**src/rtl/eth_tx_framer.sv**
```systemverilog
// eth_tx_framer: pops payload from a FWFT byte FIFO and emits preamble, SFD, payload, pad, FCS, IFG on GMII.
// Define ETH_TX_FCS_EN to build the CRC-32 generator and append the 4-byte FCS.
module eth_tx_framer #(
   parameter int LEN_WIDTH      = 11,
   parameter int MIN_PAYLOAD    = 60,
   parameter int PREAMBLE_BYTES = 7,
   parameter int IFG_BYTES      = 12
) (
   input  logic                 clk,
   input  logic                 rst_n,
   input  logic                 i_tx_start,
   input  logic [LEN_WIDTH-1:0] i_tx_len,
   output logic                 o_tx_busy,
   output logic                 o_tx_done,
   output logic                 o_tx_underrun,
   output logic                 o_fifo_rd_en,
   input  logic [7:0]           i_fifo_dout,
   input  logic                 i_fifo_empty,
   output logic [7:0]           o_gmii_txd,
   output logic                 o_gmii_tx_en,
   output logic                 o_gmii_tx_er
);

   typedef enum logic [2:0] {
      S_IDLE, S_PREAMBLE, S_SFD, S_PAYLOAD, S_PAD, S_IFG
`ifdef ETH_TX_FCS_EN
      , S_FCS
`endif
   } state_t;

`ifdef ETH_TX_FCS_EN
   localparam state_t S_POST = S_FCS;
`else
   localparam state_t S_POST = S_IFG;
`endif

   localparam logic [LEN_WIDTH-1:0] C_PRE_LAST = LEN_WIDTH'(PREAMBLE_BYTES - 1);
   localparam logic [LEN_WIDTH-1:0] C_MIN      = LEN_WIDTH'(MIN_PAYLOAD);
   localparam logic [LEN_WIDTH-1:0] C_MIN_LAST = LEN_WIDTH'(MIN_PAYLOAD - 1);
   localparam logic [LEN_WIDTH-1:0] C_IFG_LAST = LEN_WIDTH'(IFG_BYTES - 1);

   state_t                r_state, w_next;
   logic [LEN_WIDTH-1:0]  r_cnt, r_len;
   logic [LEN_WIDTH-1:0]  w_len_last;
   logic                  r_abort;
   logic                  w_pop;
   logic [7:0]            w_txd;
   logic                  w_en, w_er, w_und, w_done;

   assign w_pop        = (r_state == S_PAYLOAD) && !i_fifo_empty;
   assign o_fifo_rd_en = w_pop;
   assign o_tx_busy    = (r_state != S_IDLE);
   assign w_len_last   = r_len - LEN_WIDTH'(1);

   always_ff @(posedge clk or negedge rst_n) begin
      if (!rst_n) r_state <= S_IDLE;
      else        r_state <= w_next;
   end

   always_comb begin
      w_next = r_state;
      case (r_state)
         S_IDLE:     if (i_tx_start && (i_tx_len != '0)) w_next = S_PREAMBLE;
         S_PREAMBLE: if (r_cnt == C_PRE_LAST) w_next = S_SFD;
         S_SFD:      w_next = S_PAYLOAD;
         S_PAYLOAD: begin
            if (i_fifo_empty)              w_next = S_IFG;
            else if (r_cnt == w_len_last)  w_next = (r_len < C_MIN) ? S_PAD : S_POST;
         end
         S_PAD:      if (r_cnt == C_MIN_LAST) w_next = S_POST;
`ifdef ETH_TX_FCS_EN
         S_FCS:      if (r_cnt == LEN_WIDTH'(3)) w_next = S_IFG;
`endif
         S_IFG:      if (r_cnt == C_IFG_LAST) w_next = S_IDLE;
         default:    w_next = S_IDLE;
      endcase
   end

   // r_cnt restarts per state, except PAYLOAD->PAD keeps counting toward MIN_PAYLOAD
   always_ff @(posedge clk or negedge rst_n) begin
      if (!rst_n) begin
         r_cnt   <= '0;
         r_len   <= '0;
         r_abort <= 1'b0;
      end else begin
         if (r_state == S_IDLE) begin
            r_cnt <= '0;
            if (w_next == S_PREAMBLE) begin
               r_len   <= i_tx_len;
               r_abort <= 1'b0;
            end
         end else if ((w_next != r_state) && (w_next != S_PAD)) begin
            r_cnt <= '0;
         end else if ((r_state != S_PAYLOAD) || w_pop) begin
            r_cnt <= r_cnt + LEN_WIDTH'(1);
         end
         if ((r_state == S_PAYLOAD) && i_fifo_empty) r_abort <= 1'b1;
      end
   end

`ifdef ETH_TX_FCS_EN
   logic [31:0] r_crc, w_crc_next, w_fcs;
   logic [7:0]  w_fcs_byte;

   function automatic logic [31:0] crc32_byte(input logic [31:0] c, input logic [7:0] d);
      logic [31:0] x;
      x = c ^ {24'h0, d};
      for (int i = 0; i < 8; i++) x = x[0] ? ((x >> 1) ^ 32'hEDB88320) : (x >> 1);
      return x;
   endfunction

   assign w_crc_next = crc32_byte(r_crc, (r_state == S_PAD) ? 8'h00 : i_fifo_dout);
   assign w_fcs      = ~r_crc;

   always_ff @(posedge clk or negedge rst_n) begin
      if (!rst_n)                           r_crc <= 32'hFFFF_FFFF;
      else if (r_state == S_IDLE)           r_crc <= 32'hFFFF_FFFF;
      else if (w_pop || (r_state == S_PAD)) r_crc <= w_crc_next;
   end

   always_comb begin
      w_fcs_byte = w_fcs[7:0];
      case (r_cnt[1:0])
         2'd1:    w_fcs_byte = w_fcs[15:8];
         2'd2:    w_fcs_byte = w_fcs[23:16];
         2'd3:    w_fcs_byte = w_fcs[31:24];
         default: w_fcs_byte = w_fcs[7:0];
      endcase
   end
`endif

   always_comb begin
      w_txd  = 8'h00;
      w_en   = 1'b0;
      w_er   = 1'b0;
      w_und  = 1'b0;
      w_done = 1'b0;
      case (r_state)
         S_PREAMBLE: begin w_txd = 8'h55; w_en = 1'b1; end
         S_SFD:      begin w_txd = 8'hD5; w_en = 1'b1; end
         S_PAYLOAD: begin
            w_en = 1'b1;
            if (i_fifo_empty) begin
               w_er  = 1'b1;
               w_und = 1'b1;
            end else begin
               w_txd = i_fifo_dout;
            end
         end
         S_PAD:      w_en = 1'b1;
`ifdef ETH_TX_FCS_EN
         S_FCS:      begin w_txd = w_fcs_byte; w_en = 1'b1; end
`endif
         S_IFG:      w_done = (w_next == S_IDLE) && !r_abort;
         default:    ;
      endcase
   end

   always_ff @(posedge clk or negedge rst_n) begin
      if (!rst_n) begin
         o_gmii_txd    <= 8'h00;
         o_gmii_tx_en  <= 1'b0;
         o_gmii_tx_er  <= 1'b0;
         o_tx_underrun <= 1'b0;
         o_tx_done     <= 1'b0;
      end else begin
         o_gmii_txd    <= w_txd;
         o_gmii_tx_en  <= w_en;
         o_gmii_tx_er  <= w_er;
         o_tx_underrun <= w_und;
         o_tx_done     <= w_done;
      end
   end

endmodule

```
**config.mk**
```make
export PLATFORM = sky130hd
export DESIGN_NAME = eth_tx_framer
export DESIGN_NICKNAME = d
export VERILOG_FILES = /design/src/rtl/eth_tx_framer.sv
export SDC_FILE = /design/constraint.sdc
export NUM_CORES = 1
export LEC_CHECK = 0
export CORE_MARGIN = 5
export CORE_UTILIZATION = 55
export DETAILED_ROUTE_END_ITERATION = 10
export GPL_TIMING_DRIVEN = 0
export PLACE_DENSITY = 0.87
export RECOVER_POWER = 25
export SYNTH_ARGS = -nofsm -noshare
export SYNTH_HDL_FRONTEND = slang
export SYNTH_SLANG_ARGS = --single-unit
```
**constraint.sdc**
```tcl
create_clock -name clk -period 7.8 [get_ports clk]
set_input_delay 1.17 -clock clk [delete_from_list [all_inputs] [get_ports clk]]
set_output_delay 1.17 -clock clk [all_outputs]
set_load 0.01 [all_outputs]
```
==> reports/qor.csv, run 1 <==
metric,value,unit
rsz0062_at_grt,no,
r2r-start,r_len[0],
critical_path.slowest_cell,clkdlybuf4s50_1,
dr.pass1.iters,4,
p_int,543.4,µW
finalPower,879.5,µW
worst_r2r_path_depth,10,
holdPathEnd,o_tx_done,
ys_seq_elements,37,
grt_use_total,20.30,%
rows,23,
wl,5086,µm
switchingPower,336.1,µW
worstSetupStartpoint,i_fifo_empty,
ir_drop,0.1634,mV
synth_edf_count,0,
synth_top_family_by_area,simple AND/OR/NAND/NOR gates,
timing.fmax,295.7,MHz
critPathLaunchType,input port,
netlist_instances,238,
fin_crit_sh,43.35,%
grt_pass1_wl,8445,µm
gp_congestion,0.9184,
route.detailed.drc,0,
syn_avg_cell_area,9.547,µm²
ant_nets,0,
via_per_inst,5.849,
n_antenna_cell,0,
min_period,3.381,ns
drt_iter0_drc,132,
dieWidth,74.28,µm
grt_overflow,0,
critical_path.max_stage_delay,0.58,ns
setup_viol,0,
critPathKind,input port to output pin,
wl_per_cell,15.37,µm
worst_hold_path_type,flip-flop to flip-flop,
antenna_found_initial,0,
critical_path_required,6.63,ns
yosys_warnings,0,
num_vias,1936,
swShare,38.22,%
areaGrowthSynthToFinish,23.02,%
h-tree-depth,2,
initial_core_util,56.80,%
io_buffers,35,
maxSlewViolCount,38,
synthDistinctLibCells,54,
cp_max_fo,10,
grt_max_degree,38,
status,finished with violations,
reg2reg_to,r_cnt[4],
finClkSkew,0.004267,ns
clk_pin_slew_worst_paths,0.07,ns
synthAdderAreaFrac,1.652,%
fp.coreArea,4000,µm²
fin_tns_setup,0,ns
hold_violations,0,
syn-num-nets,264,
crit_path_cell_trace,clkbuf_1 -> nor2_1 -> clkdlybuf4s50_1,
leakage,1.110,nW
seqPwrFrac,34.9,%
seq_area_frac_synth,40.75,%
synthXorXnorAreaFrac,8.480,%
powerDensity,314.6,nW/µm²
crit_path_end_kind,output pin,
worst_hold_path.num_cells,1,
dp.cells,323,
drive_gt1_share,14.95,%
cts_tree,built,
dominantRegCellSynth,dfrtp_1,
crit_arrival,2.21,ns
grt_pass1_vias,1821,
fin_util,69.88,%
dieArea,5517,µm²
combPwrFrac,45.9,%
synth_simple_gate_area_share,25.44,%
dp_hpwl,3893,µm
muxShareOfSynthArea,4.405,%
r2r_slack,5.04,ns
violations,"max-capacitance violations, max-slew violations",
worstHoldStart,r_abort,
cts_resized,0,
hold_buffers,0,
async_flop_share,100.0,%
fp.dieH,74.28,µm
clockBufferDepth,2,
slew_headroom,-27.20,%
nets,306,
post_cts_buffers,0,
io_pins,37,
synth-compound-area-share,13.82,%
worst_pin_slew,1.908,ns
cts.sinks,37,
synth_area,2272,µm²
cts_root_buffer,clkbuf_8,
cts_made_buffers,5,
worstSkewPairLatency,0.29,ns
p_clk_share,19.3,%
layout.cells.non_filler,331,
maxCapViolCount,1,
[cells in the mapped netlist (4+ instances only)]
cell type	instances	share of area (%)
nor2_2	10	2.8
xnor2_1	12	4.6
and2_1	5	1.4
clkbuf_1	8	1.3
mux2_2	8	4.0
a31oi_1	7	1.9
nand4_1	5	1.4
nor3_1	6	1.3
xor2_1	10	3.9
nand2b_1	6	1.7
dfrtp_1	37	41
nand3_1	4	0.88
a21oi_1	6	1.3
inv_1	10	1.7
nor2_1	14	2.3
nor4_1	6	1.7
nand2_1	14	2.3
o21ai_0	14	3.1
[per-layer routing]
layer,part of all wire [%],GRT usage [%]
met5,0,0
met4,2.5,8.696
met3,6.6,4.730
met2,51,33.46
met1,40,25.65
[power groups by stage]
| stage | combinational [mW] | clock [mW] | sequential, mW |
|---|---|---|---|
| finish | 0.403 | 0.170 | 0.307 |
| detailed placement | 0.401 | 0 | 0.309 |
| global placement | 0.392 | 0 | 0.306 |
| CTS | 0.403 | 0.175 | 0.305 |
| floorplan | 0.293 | 0 | 0.302 |
| global route | 0.445 | 0.184 | 0.316 |
[through the flow]
| step | hold WS, ns | instance area, µm² | worst slack [ns] |
|---|---|---|---|
| 3_5_place_dp | 0.4362 | 2680 | 4.165 |
| 3_3_place_gp | 0.4280 | 2685 | 4.205 |
| 2_1_floorplan | 0.4105 | 2272 | 4.920 |
| 6_report | 0.4456 | 2795 | 4.419 |
| 4_1_cts | 0.4464 | 2796 | 4.399 |
| 5_1_grt | 0.4700 | 2795 | 4.261 |
[area by class of cell]
type,instances,area (µm²)
multi-input cells,176,1222
fillers,334,1205
flip-flops and latches,37,925.9
repair buffers,35,344.1
clock buffers,7,86.33
plain buffers,15,86.33
well taps,50,62.56
inverters,10,37.54
clock inverters,1,30.03
[placed cells by master, fill, tap and decap left out, drive strengths merged, types with 10 or more instances in the layout]
cell type / n
clkbuf: 16
clkdlybuf4s50: 34
dfrtp: 37
inv: 10
nand2: 14
nor2: 24
o21ai: 16
xnor2: 12
xor2: 10
[worst max path at each step]
stage              endpoint  slack (ns)  cells past startpoint
2_1_floorplan      r_cnt[3]        4.92                      8
3_3_place_gp      r_cnt[10]        4.20                      9
3_5_place_dp       r_cnt[4]        4.17                      9
4_1_cts        o_fifo_rd_en        4.40                      3
5_1_grt            r_cnt[2]        4.26                      9
6_report       o_fifo_rd_en        4.42                      3
[cells by family (layout without fill, tap and decap cells)]
family                   count (synthesis)  after routing
multiplexers                             9              9
AND/OR/NAND/NOR                         98             98
XOR/XNOR                                22             22
buffers and inverters                   25             68
flip-flops                              37             37
adder cells (fa/ha/maj)                  3              3
AO/OA/AOI/OAI                           44             44
[state kept, by name (all words and copies together), names as in the netlist]
register	count
o_gmii_txd	8
o_tx_done	1
o_gmii_tx_er	1
r_cnt	11
r_state	3
o_gmii_tx_en	1
r_len	11
r_abort	1
[critical path, delay by kind of cell]
family	cells	cell delay [ns]
and+or+nand+nor	1	0.25
buffers and inverters	2	0.79
No activity file was read; power rests on OpenSTA's default activity.
==> run 2: changes to the inputs <==
- CORE_UTILIZATION: 55 -> 53
- PLACE_DENSITY: 0.87 -> 0.84
- clock period: 7.8 -> 3.42 ns (I/O delays scaled with it)
==> run 2 against run 1 <==
  * Critical endpoint is now r_cnt[10]
  * Non-clock buffer count did not move
  * Largest power group unchanged
  * Die area rose by 3.3%
  * Worst hold slack got worse by 0.0083 ns
  * Sequential power rose by 130%
  * Combinational power rose by 130%
  * Setup slack got worse by 3.7 ns
  * Critical path type is now flip-flop to flip-flop
  * The flow still finishes with violations (max-capacitance violations, max-slew violations)
  * Critical path depth rose by 7
==> reports/qor.csv, run 2 (synthesis results as in run 1) <==
metric,value,unit
nFillCells,334,
ant_nets,0,
wl,4907,µm
cts_made_buffers,5,
stdcell_area,2759,µm²
r2r-start,r_len[0],
cp_max_fo,10,
critPathLaunchType,flip-flop,
dp.cells,323,
fp.coreArea,4086,µm²
maxCapViolCount,1,
h-tree-depth,2,
clockBufferDepth,2,
maxSlewViolCount,38,
seq_area,925.9,µm²
grt_overflow,0,
worstSetupStartpoint,r_len[0],
worst_hold_path_type,flip-flop to flip-flop,
critical_path_required,3.64,ns
hold_violations,0,
io_pins,37,
finClkSkew,0.004729,ns
worst_r2r_path_depth,10,
gp_congestion,0.9375,
placed_area,2680,µm²
ir_drop,0.3606,mV
cts_tree,built,
fin_crit_sh,80.02,%
dieWidth,75.48,µm
cts_root_buffer,clkbuf_8,
r2r_slack,0.68,ns
place_ws,0.4420,ns
slew_headroom,-24.90,%
fin_util,67.51,%
layout_commonest_cell,dfrtp_1,
dp_hpwl,3794,µm
cts_resized,0,
wl_per_cell,14.82,µm
fin_tns_setup,0,ns
worstSetupEndpoint,r_cnt[10],
multi_input_area,1222,µm²
worst_pin_slew,1.874,ns
hold_buffers,0,
post_cts_buffers,0,
route.detailed.drc,0,
fp.dieH,75.48,µm
cts.sinks,37,
leakage,1.092,nW
grt_pass1_vias,1814,
violations,"max-capacitance violations, max-slew violations",
initial_core_util,55.60,%
worstSkewPairLatency,0.29,ns
clk_pin_slew_worst_paths,0.07,ns
crit_path_end_kind,flip-flop,
dieArea,5696,µm²
drive_gt1_share,14.23,%
setup_ws,0.6835,ns
status,finished with violations,
areaGrowthSynthToFinish,21.42,%
critPathKind,flip-flop to flip-flop,
antenna_found_initial,0,
reg2reg_to,r_cnt[10],
rows,23,
dr.pass1.iters,4,
nets,306,
grt_use_total,19.28,%
layout.cells.non_filler,331,
n_antenna_cell,0,
rsz0062_at_grt,no,
powerDensity,690.0,nW/µm²
crit_arrival,2.96,ns
drt_iter0_drc,115,
num_vias,1891,
grt_max_degree,38,
setup_viol,0,
grt_pass1_wl,8321,µm
timing.fmax,365.4,MHz
via_per_inst,5.713,
min_period,2.737,ns
io_buffers,35,
top_regs,"r_cnt x11, r_len x11, o_gmii_txd x8",
final_cell_mix,"dfrtp_1 (37), clkdlybuf4s50_1 (34), nand2_1 (14), nor2_1 (14), o21ai_0 (14)",
==> run 2: changes by cell type in the layout (fill, tap and decap cells not counted), sizes merged <==
cell,change
bufinv,-1
clkbuf,+1
==> run 2: worst min-delay path by stage <==
| stage | startpoint | end | slack (ns) | depth (start not counted) |
|---|---|---|---|---|
| 2_1_floorplan | rst_n | o_gmii_tx_en | 0.22 | 0 |
| 3_3_place_gp | r_abort | o_tx_done | 0.43 | 1 |
| 3_5_place_dp | r_abort | o_tx_done | 0.44 | 1 |
| 4_1_cts | rst_n | o_gmii_tx_er | 0.33 | 1 |
| 5_1_grt | r_abort | o_tx_done | 0.48 | 1 |
| 6_report | r_abort | o_tx_done | 0.44 | 1 |
==> run 2: critical path: stages (launching register included) <==
cell	delay, ns
dfrtp_1	0.44
inv_1	0.09
ha_1	0.29
nor2b_1	0.16
or3_1	0.34
a31o_1	0.22
or4_1	0.54
o21ai_1	0.17
a31oi_2	0.13
buf_6	0.18
nor2_2	0.12
==> run 2: report_power, final <==
part | total (mW) | switching (mW) | internal (mW)
clock | 0.289 | 0.145 | 0.145
combinational | 0.915 | 0.480 | 0.435
sequential | 0.699 | 0.132 | 0.567
==> run 2: final cells by class <==
| class | instances | area share (%) |
|---|---|---|
| Buffer | 15 | 3.129 |
| Timing Repair Buffer | 35 | 12.47 |
| Tap cell | 50 | 2.268 |
| Multi-Input combinational cell | 176 | 44.31 |
| Inverter | 10 | 1.361 |
| Sequential cell | 37 | 33.56 |
| Clock buffer | 8 | 2.902 |
==> run 2: stage by stage <==
stage	hold slack (ns)	total power, mW
after detailed placement	0.4360	1.622
after floorplan	0.2174	1.356
after CTS	0.3251	1.914
final	0.4373	1.904
after global placement	0.4265	1.588
after global routing	0.4753	2.061
==> run 2: layer usage <==
| metal | routed length (µm) | vias up | GRT usage (%) |
|---|---|---|---|
| li1 | - | 932 | - |
| met1 | 2033 | 884 | 23.91 |
| met2 | 2349 | 60 | 31.06 |
| met3 | 388 | 15 | 5.805 |
| met4 | 136 | 0 | 8.544 |
| met5 | 0 | - | 0 |
==> run 3: changes to the inputs <==
- CORE_UTILIZATION: 53 -> 48
- PLACE_DENSITY: 0.84 -> 0.81
- clock period: 3.42 -> 2.2 ns (I/O delays scaled with it)
==> run 3 against run 2 <==
  * The flow finishes with violations (negative setup slack)
  * Clock skew fell by 0.00083 ns
  * First-iteration DRC count rose by 45%
  * Cell count rose by 8.2%
  * Worst hold slack worse by 0.29 ns
  * Cell area increased by 18%
  * Register-to-register slack got worse by 1.0 ns
  * Utilization up 2.6 points
  * Sequential share of layout area is 5.0 points lower
  * Via count increased by 13%
  * Power rose by 100%
  * Wire length increased by 30%
  * Critical path depth fell by 2
  * Critical path type unchanged
  * Largest cell class unchanged
==> reports/qor.csv, run 3 (synthesis results as in run 1) <==
metric,value,unit
drive_gt1_share,34.54,%
cp_max_fo,3,
ir_drop,0.6429,mV
critical_path_required,2.40,ns
cts.sinks,37,
met3_length,443,µm
maxSlewViolCount,0,
dieWidth,78.80,µm
min_period,2.547,ns
powerDensity,1178,nW/µm²
cts_made_buffers,5,
switchingPower,1.579,mW
stdcell_area,3268,µm²
setup_viol,14,
initial_core_util,48.75,%
gp_congestion,0.9105,
r2r_slack,-0.35,ns
clockBufferDepth,2,
n_antenna_cell,0,
p_clk_share,14.1,%
dieArea,6209,µm²
maxCapViolCount,0,
seqPwrFrac,29.9,%
hold_violations,0,
fin_crit_sh,115.8,%
leakage,1.309,nW
dp_hpwl,3781,µm
p_int,2.270,mW
r2r-start,r_len[1],
wl_per_cell,17.81,µm
wl,6375,µm
dr.pass1.iters,4,
rows,25,
worst_hold_path_type,input port to async pin,
num_vias,2131,
antenna_found_initial,0,
top_layer,met4,
grt_use_total,19.84,%
cts_root_buffer,clkbuf_8,
drt-met1-wl,2492,µm
grt_overflow,0,
cts_tree,built,
rsz0062_at_grt,yes,
fp.dieH,78.80,µm
swShare,41.02,%
route.detailed.drc,0,
reg2reg_to,r_cnt[1],
crit_arrival,2.75,ns
status,finished with violations,
worst_pin_slew,0.9082,ns
worstSkewPairLatency,0.30,ns
final_cell_mix,"clkdlybuf4s50_1 (32), dfrtp_1 (32), buf_4 (27)",
h-tree-depth,2,
ant_nets,0,
grt_pass1_vias,1984,
placed_area,2698,µm²
hold_ws,0.1427,ns
finClkSkew,0.003901,ns
violations,negative setup slack,
worst_r2r_path_depth,8,
areaGrowthSynthToFinish,43.83,%
combPwrFrac,56.0,%
via_per_inst,5.953,
hold_buffers,0,
setup_ws,-0.3469,ns
fp.coreArea,4661,µm²
crit_path_end_kind,flip-flop,
drt_iter0_drc,167,
grt_pass1_wl,9577,µm
critPathKind,flip-flop to flip-flop,
io_pins,37,
grt_max_degree,38,
top_regs,"r_cnt x11, r_len x11, o_gmii_txd x8",
io_buffers,35,
slew_headroom,39.45,%
timing.fmax,392.6,MHz
clk_pin_slew_worst_paths,0.08,ns
route.met2.wl,3154,µm
nets,329,
critPathLaunchType,flip-flop,
run 3: cell types whose count changed in the layout (fill, tap and decap cells not counted), moves of 4 or more:
cell / delta
clkbuf_1: -9
dfrtp_1: -5
dfrtp_2: +5
buf_4: +26
nor2_4: +4
run 3: metrics by stage:
step / setup WS, ns / TNS, ns / util, % / std cells / total power [mW]
final: -0.3469 / -3.765 / 70.12 / 358 / 3.849
after global routing: -0.4378 / -4.385 / 70.12 / 358 / 4.067
after CTS: -0.2389 / -2.812 / 65.56 / 347 / 3.458
after detailed placement: -0.5447 / -7.523 / 57.88 / 327 / 2.549
after global placement: -0.5963 / -8.458 / 57.99 / 327 / 2.496
after floorplan: -0.1225 / -1.262 / - / 238 / 2.135
run 3: timing repair:
| item | CTS | global route |
|---|---|---|
| pin swaps | 21 | 17 |
| hold endpoints to repair | 0 | 0 |
| gates resized for setup | 34 | 30 |
| gates cloned | 1 | 0 |
| buffers inserted | 14 | 11 |
| setup endpoints to repair | 22 | 18 |
run 3: final cells by class:
class / count / area, µm²
Clock buffer: 7 / 96.34
Timing Repair Buffer: 61 / 545.5
Inverter: 10 / 37.54
Buffer: 12 / 106.4
Fill cell: 324 / 1393
Clock inverter: 1 / 5.005
Multi-Input combinational cell: 176 / 1478
Tap cell: 54 / 67.56
Sequential cell: 37 / 932.1
run 3: worst max-delay path by stage:
stage | slack, ns | from | end
6_report | -0.35 | r_len[1] | r_cnt[1]
3_3_place_gp | -0.60 | i_tx_len[1] | r_cnt[3]
2_1_floorplan | -0.12 | r_len[0] | r_cnt[0]
5_1_grt | -0.44 | r_len[1] | r_cnt[1]
4_1_cts | -0.24 | r_len[0] | r_cnt[8]
3_5_place_dp | -0.54 | i_tx_len[1] | r_cnt[10]
run 3: per-layer routing:
| metal | up-vias | track usage (%) |
|---|---|---|
| li1 | 975 | - |
| met4 | 0 | 10.14 |
| met3 | 26 | 6.122 |
| met5 | - | 0 |
| met1 | 1038 | 23.33 |
| met2 | 92 | 32.60 |
run 3: critical path: stages (launching register included):
cell and delay, ns:
dfrtp_1 0.42, buf_4 0.17, nor3_1 0.26, xnor2_1 0.10, or3_1 0.40, or4_4 0.57, o21ai_4 0.16, a31oi_4 0.12
a211oi_1 0.24
run 3: power groups by stage:
| stage | Clock (mW) | Combinational (mW) | Sequential [mW] |
|---|---|---|---|
| 2_1_floorplan | 0 | 1.06 | 1.07 |
| 3_3_place_gp | 0 | 1.41 | 1.08 |
| 3_5_place_dp | 0 | 1.45 | 1.10 |
| 4_1_cts | 0.544 | 1.78 | 1.13 |
| 5_1_grt | 0.577 | 2.31 | 1.18 |
| 6_report | 0.542 | 2.16 | 1.15 |
